<file path="src/rtl/reg_wb_ctrl_if.sv">
// Writeback controller bus: issue/hazard query, ALU and LSU result inputs, register-file write port.
// master drives issue/results and consumes hazards and rf_*; slave is the controller itself.
interface reg_wb_ctrl_if;
  logic        iss_valid;
  logic [4:0]  iss_rd;
  logic [4:0]  src_a;
  logic [4:0]  src_b;
  logic        haz_a;
  logic        haz_b;
  logic        alu_valid;
  logic [4:0]  alu_rd;
  logic [31:0] alu_data;
  logic        lsu_valid;
  logic        lsu_ready;
  logic [4:0]  lsu_rd;
  logic [31:0] lsu_data;
  logic        wb_stall;
  logic        rf_we;
  logic [4:0]  rf_adr;
  logic [31:0] rf_data;
  logic        err_dup;

  modport master (
    output iss_valid, iss_rd, src_a, src_b,
    output alu_valid, alu_rd, alu_data,
    output lsu_valid, lsu_rd, lsu_data,
    input  haz_a, haz_b, lsu_ready, wb_stall,
    input  rf_we, rf_adr, rf_data, err_dup
  );

  modport slave (
    input  iss_valid, iss_rd, src_a, src_b,
    input  alu_valid, alu_rd, alu_data,
    input  lsu_valid, lsu_rd, lsu_data,
    output haz_a, haz_b, lsu_ready, wb_stall,
    output rf_we, rf_adr, rf_data, err_dup
  );
endinterface

</file>
<file path="src/rtl/reg_wb_ctrl.sv">
// Writeback arbiter (ALU over buffered loads) driving the single register-file write port, plus busy scoreboard.
// Latency: ALU 1 cycle, load 2 cycles from an empty FIFO; ALU never stalled, LSU back-pressured via lsu_ready.
module reg_wb_ctrl #(
  parameter int LSU_DEPTH = 2
) (
  input logic        clk,
  input logic        reset,
  reg_wb_ctrl_if.slave bus
);
  localparam int PW = $clog2(LSU_DEPTH);
  localparam int CW = $clog2(LSU_DEPTH) + 1;

  typedef struct packed {
    logic [4:0]  rd;
    logic [31:0] data;
  } ld_t;

  ld_t           mem [LSU_DEPTH];
  logic [PW-1:0] wr_ptr;
  logic [PW-1:0] rd_ptr;
  logic [CW-1:0] count;
  logic [CW-1:0] count_nxt;
  logic [31:0]   busy;
  logic [31:0]   busy_nxt;

  logic alu_win;
  logic fifo_empty;
  logic fifo_full;
  logic pop;
  logic push;
  logic iss_set;

  assign alu_win    = bus.alu_valid && (bus.alu_rd != 5'd0);
  assign fifo_empty = (count == '0);
  assign fifo_full  = (count == CW'(LSU_DEPTH));
  assign pop        = !alu_win && !fifo_empty;
  // A full FIFO can still accept when its head leaves on the same edge.
  assign bus.lsu_ready = reset && (!fifo_full || pop);
  assign push       = bus.lsu_valid && bus.lsu_ready && (bus.lsu_rd != 5'd0);
  assign iss_set    = bus.iss_valid && (bus.iss_rd != 5'd0);

  assign bus.haz_a = busy[bus.src_a] && (bus.src_a != 5'd0);
  assign bus.haz_b = busy[bus.src_b] && (bus.src_b != 5'd0);

  always_comb begin
    count_nxt = count + CW'(push) - CW'(pop);
  end

  // Commit clears the bit being written this cycle; a same-cycle reissue overrides it.
  always_comb begin
    busy_nxt = busy;
    if (bus.rf_we) busy_nxt[bus.rf_adr] = 1'b0;
    if (iss_set)   busy_nxt[bus.iss_rd] = 1'b1;
    busy_nxt[0] = 1'b0;
  end

  always_ff @(posedge clk) begin
    if (push) mem[wr_ptr] <= '{rd: bus.lsu_rd, data: bus.lsu_data};
  end

  always_ff @(posedge clk or negedge reset) begin
    if (!reset) begin
      wr_ptr       <= '0;
      rd_ptr       <= '0;
      count        <= '0;
      busy         <= '0;
      bus.wb_stall <= 1'b0;
      bus.err_dup  <= 1'b0;
      bus.rf_we    <= 1'b0;
      bus.rf_adr   <= 5'd0;
      bus.rf_data  <= 32'd0;
    end else begin
      if (push) wr_ptr <= wr_ptr + 1'b1;
      if (pop)  rd_ptr <= rd_ptr + 1'b1;
      count        <= count_nxt;
      busy         <= busy_nxt;
      bus.wb_stall <= (count_nxt >= CW'(LSU_DEPTH - 1));
      if (iss_set && busy[bus.iss_rd]) bus.err_dup <= 1'b1;

      if (alu_win) begin
        bus.rf_we   <= 1'b1;
        bus.rf_adr  <= bus.alu_rd;
        bus.rf_data <= bus.alu_data;
      end else if (pop) begin
        bus.rf_we   <= 1'b1;
        bus.rf_adr  <= mem[rd_ptr].rd;
        bus.rf_data <= mem[rd_ptr].data;
      end else begin
        bus.rf_we   <= 1'b0;
      end
    end
  end
endmodule

</file>
<file path="src/flat_wrapper.sv">
// flat-port wrapper written by rule: the top's interface ports become plain ports
module reg_wb_ctrl_flat 
#(
  parameter int LSU_DEPTH = 2
)
  (clk, reset, bus_iss_valid, bus_iss_rd, bus_src_a, bus_src_b, bus_alu_valid, bus_alu_rd, bus_alu_data, bus_lsu_valid, bus_lsu_rd, bus_lsu_data, bus_haz_a, bus_haz_b, bus_lsu_ready, bus_wb_stall, bus_rf_we, bus_rf_adr, bus_rf_data, bus_err_dup);
  reg_wb_ctrl_if bus_i ();
  input logic clk;
  input logic reset;
  input wire logic [$bits(bus_i.iss_valid)-1:0] bus_iss_valid;
  input wire logic [$bits(bus_i.iss_rd)-1:0] bus_iss_rd;
  input wire logic [$bits(bus_i.src_a)-1:0] bus_src_a;
  input wire logic [$bits(bus_i.src_b)-1:0] bus_src_b;
  input wire logic [$bits(bus_i.alu_valid)-1:0] bus_alu_valid;
  input wire logic [$bits(bus_i.alu_rd)-1:0] bus_alu_rd;
  input wire logic [$bits(bus_i.alu_data)-1:0] bus_alu_data;
  input wire logic [$bits(bus_i.lsu_valid)-1:0] bus_lsu_valid;
  input wire logic [$bits(bus_i.lsu_rd)-1:0] bus_lsu_rd;
  input wire logic [$bits(bus_i.lsu_data)-1:0] bus_lsu_data;
  output wire logic [$bits(bus_i.haz_a)-1:0] bus_haz_a;
  output wire logic [$bits(bus_i.haz_b)-1:0] bus_haz_b;
  output wire logic [$bits(bus_i.lsu_ready)-1:0] bus_lsu_ready;
  output wire logic [$bits(bus_i.wb_stall)-1:0] bus_wb_stall;
  output wire logic [$bits(bus_i.rf_we)-1:0] bus_rf_we;
  output wire logic [$bits(bus_i.rf_adr)-1:0] bus_rf_adr;
  output wire logic [$bits(bus_i.rf_data)-1:0] bus_rf_data;
  output wire logic [$bits(bus_i.err_dup)-1:0] bus_err_dup;
  assign bus_i.iss_valid = bus_iss_valid;
  assign bus_i.iss_rd = bus_iss_rd;
  assign bus_i.src_a = bus_src_a;
  assign bus_i.src_b = bus_src_b;
  assign bus_i.alu_valid = bus_alu_valid;
  assign bus_i.alu_rd = bus_alu_rd;
  assign bus_i.alu_data = bus_alu_data;
  assign bus_i.lsu_valid = bus_lsu_valid;
  assign bus_i.lsu_rd = bus_lsu_rd;
  assign bus_i.lsu_data = bus_lsu_data;
  assign bus_haz_a = bus_i.haz_a;
  assign bus_haz_b = bus_i.haz_b;
  assign bus_lsu_ready = bus_i.lsu_ready;
  assign bus_wb_stall = bus_i.wb_stall;
  assign bus_rf_we = bus_i.rf_we;
  assign bus_rf_adr = bus_i.rf_adr;
  assign bus_rf_data = bus_i.rf_data;
  assign bus_err_dup = bus_i.err_dup;
  reg_wb_ctrl #(.LSU_DEPTH(LSU_DEPTH)) u_core (.clk(clk), .reset(reset), .bus(bus_i));
endmodule
</file>
<file path="config.mk">
export PLATFORM = sky130hd
export DESIGN_NAME = reg_wb_ctrl_flat
export DESIGN_NICKNAME = d
export VERILOG_FILES = /design/src/rtl/reg_wb_ctrl_if.sv /design/src/rtl/reg_wb_ctrl.sv /design/src/flat_wrapper.sv
export SDC_FILE = /design/constraint.sdc
export NUM_CORES = 1
export LEC_CHECK = 0
export BUFFER_PORTS_ARGS = -buffer_cell sky130_fd_sc_hd__buf_2
export CAP_MARGIN = 20
export CORE_MARGIN = 2
export CORE_UTILIZATION = 28
export CTS_CLUSTER_DIAMETER = 30
export CTS_CLUSTER_SIZE = 12
export DETAILED_ROUTE_END_ITERATION = 8
export PLACE_DENSITY = 0.52
export SYNTH_ARGS = -nofsm -noshare
export SYNTH_HDL_FRONTEND = slang
export SYNTH_SLANG_ARGS = --single-unit
</file>
<file path="constraint.sdc">
create_clock -name clk -period 5.15 [get_ports clk]
set_input_delay 0.7725 -clock clk [delete_from_list [all_inputs] [get_ports clk]]
set_output_delay 0.7725 -clock clk [all_outputs]
set_load 0.005 [all_outputs]
</file>
==> impl_summary.txt <==
----------------------------------------------------
[Routing]
  Average wire per cell in the routed design ... 16.4 um
  Total number of vias ... 4822
  Met3 wire length ... 1.29 mm
  Remaining number of nets flagged by the antenna check after routing ... 0
  Detailed-route wire length on metal 1 ... 7.43 mm
  Met2 layer wire length in the routed design ... 7.77 mm
  Wire length after detailed routing ... 16.7 mm
  # DRC ... 0
  Uppermost metal layer occupied by signal nets ... met5
  Routed vias/inst ... 4.74
  Violation count after the first detailed-routing iteration ... 228
  Pre-antenna DRT Iters ... 4

[Placed design]
  Minimum setup slack after placement ... 1.85 ns
  HPWL after DPL ... 11.6 mm
  PortBufs ... 136
  Final RePlAce weighted congestion ... 0.837

[STA]
  Setup Skew ... 0.0112 ns
  Setup repair after global routing missed its margin ... no
  Actual transition at the worst max-transition pin ... 0.679 ns
  Smallest hold slack ... 0.321 ns
  Total setup violations reported at the end of the flow ... 0
  Least setup slack across all paths after layout ... 2.01 ns
  Relative max-transition margin ... 0.547
  Period utilization ... 0.609
  TNS Setup ... 0 ns
  Pins Over Slew Limit ... 0
  Maximum frequency from static timing analysis ... 319 MHz
  Final worst path period need ... 3.14 ns
  Final Hold Vio Count ... 0

[Synth]
  Mapped cell area ... 6790 sq um
  Net count after synthesis ... 654
  Simple-gate share of the synthesized area ... 0.0908
  Synth Register Bits ... 149
  Synth warnings ... 0
  Area share of the largest cell type after synthesis ... 0.327
  Area share of xor/xnor cells in the synthesized design ... 0.00516
  Proportion of synthesized chip area in sequential cells ... 0.604
  Synthesized-area fraction occupied by ao, oa, aoi and oai cells ... 0.122
  Most numerous cell in the Yosys netlist ... o21ai_0
  Asr flop ratio synth ... 0.503
  EDFF count, synth ... 74
  Leading cell types by total area after synthesis ... edfxtp_1 33%, dfrtp_1 28%, mux2i_1 8.3%
  Top cell types by occurrence after synthesis ... 102 x o21ai_0, 75 x dfrtp_1, 74 x edfxtp_1, 56 x mux2i_1, 52 x nand2_1
  Multiplexer share of the synthesized area ... 0.148
  Number of distinct library cells after synthesis ... 41
  Syn Area/Cell ... 12.2 sq um
  Largest family of logic cells by synthesized area ... multiplexers
  Post-synthesis share of cell area spent on full adders, half adders and majority gates ... 0.00369
  Gate count after technology mapping ... 558
  Top cell type by total area after synthesis ... edfxtp_1
  Top flip-flop cell by instance count after synthesis ... dfrtp_1

[Finish]
  Number of filler instances in the final layout ... 2366
  Layout Area Growth over Synthesis ... 23.7%
  FF+latch area ... 4100 sq um
  Fraction of layout cells with a size suffix above 1 ... 0.269
  Post-layout utilization of the core ... 0.356
  Number of nets at the end of the flow ... 782
  Diodes inserted ... 0
  Area of the multi-input gates ... 2530 sq um

[GRT]
  First-pass GRT wire length ... 26.8 mm
  Grt total ovfl ... 0
  Antenna violations before repair ... 2
  Vias in the first global route ... 4992
  Gr usage total ... 0.134
  Pin count of the biggest net entering global routing ... 70

[Power and ir drop]
  Power density relative to cell area ... 509 nW/um^2
  Standby leakage power ... 0.00345 uW
  Worst voltage drop across the vdd grid ... 0.233 mV
  Final Power ... 4270 uW

[Clock tree]
  Clock sink total ... 149
  TritonCTS clock tree ... built
  Number of instances resized during post-cts repair ... 0
  Post-CTS setup buffer count ... 0
  Clock-pin slew on the worst setup and hold paths ... 0.06 ns
  Hold_buf cts ... 0
  Cell chosen for the clock root ... clkbuf_16
  CTS buffer count ... 17
  Clock network latency to the later pin of the worst-skew pair ... 0.42 ns
  Maximum buffer depth of the clock tree ... 2
  Deepest level of the CTS H-tree ... 4

[Floorplanning]
  Number of top-level pins ... 137
  Core Footprint ... 23600 sq um
  Die boundary height ... 160 um
  Initial core utilization ... 0.288
  Area enclosed by the die boundary ... 25500 sq um
  Number of cell rows ... 56
  Die Width ... 160 um

[Hold path]
  Min-delay worst type ... in2async

[Critical path]
  Endpoint required time on the critical path ... 4.38 ns
  Element type at the critical path end ... output port
  Top fanout value on the critical path ... 8
  Worst setup SP type ... input pin
  Class of the most critical setup path ... in2out
  Arr. time, crit path ... 2.36 ns

[Outcome]
  Status ... complete, no violations

[Flow run]
  Max-cap check violation count ... 0

----------------------------------------------------
## worst max-delay path: stages
cell and delay, ns:
buf_2 0.22, mux4_1 0.57, mux4_2 0.49, o22a_1 0.19, buf_2 0.12
## cell type report
| class | count | share of cell area |
|---|---|---|
| inverter | 7 | 0.00313 |
| clock inverter | 13 | 0.0161 |
| clock buffer | 19 | 0.0541 |
| timing repair buffer | 142 | 0.0896 |
| sequential | 149 | 0.488 |
| multi-input combinational | 369 | 0.302 |
| tap | 319 | 0.0475 |
## power breakdown
group,leakage (uW),switching (uW),internal [uW]
clock network,0.000283,523,709
logic,0.00161,659,561
registers,0.00156,255,1570
## sequential cells by signal (all words and copies together), names as in the netlist
name and count:
u_core.bus.err_dup 1, u_core.bus.wb_stall 1, u_core.bus.rf_we 1, u_core.bus.rf_data 32, u_core.mem 74, u_core.busy 31, u_core.count 2, u_core.wr_ptr 1
u_core.rd_ptr 1, u_core.bus.rf_adr 5
## worst paths after layout
path | startpoint | to | slack, ns | depth (start not counted)
setup / recovery | bus_src_a[0] | bus_haz_a | 2.01 | 5
hold / removal | reset | u_core.busy[7]$_DFF_PN0_ | 0.32 | 1
setup reg to reg | u_core.count[0]$_DFF_PN0_ | u_core.mem[1][31]$_DFFE_PP_ | 3.14 | 5
hold reg to reg | u_core.wr_ptr$_DFFE_PN0N_ | u_core.wr_ptr$_DFFE_PN0N_ | 0.56 | 1
max in group asynchronous | reset | u_core.rd_ptr$_DFFE_PN0P_ | 3.85 | 2
min in group clk | bus_lsu_data[25] | u_core.mem[1][25]$_DFFE_PP_ | 0.54 | 1
## routing by layer
metal,global-route usage,up-vias
met5,0,-
met4,0.0397,2
li1,-,2329
met3,0.0473,14
met2,0.216,155
met1,0.170,2322
## layout by cell type, fill, tap and decap left out, drive strengths merged, types with 2 or more instances in the layout
cell type,netlist,final
buf,10,142
o21ai,102,102
dfrtp,75,75
edfxtp,74,74
mux2i,56,56
nand2,52,52
nor2,49,49
a21oi,38,38
clkbuf,23,19
mux4,17,17
inv,7,14
nand3b,7,7
nand3,6,6
xnor2,3,3
or2,3,3
o22ai,3,3
or4bb,3,3
clkinv,0,3
or3b,2,2
nor2b,2,2
or3,2,2
o22a,2,2
o32ai,2,2
nand4b,2,2
a31oi,2,2
ha,2,2
clkinvlp,0,2
o21a,2,2
## cell families after synthesis
kind of cell	Yosys count
buffers and inverters	40
xor gates and xnor gates	4
DFF	149
AOI/OAI and AO/OA	156
muxes	74
adders and majority gates	2
and+or+nand+nor	133
## stage by stage
stage / std cells / cell area, sq um
detailed placement: 986 / 7810
floorplan: 558 / 6790
global route: 1018 / 8400
finish: 1018 / 8400
global placement: 984 / 7770
CTS: 1018 / 8400
Note: power is estimated with default switching activity, not from simulation.
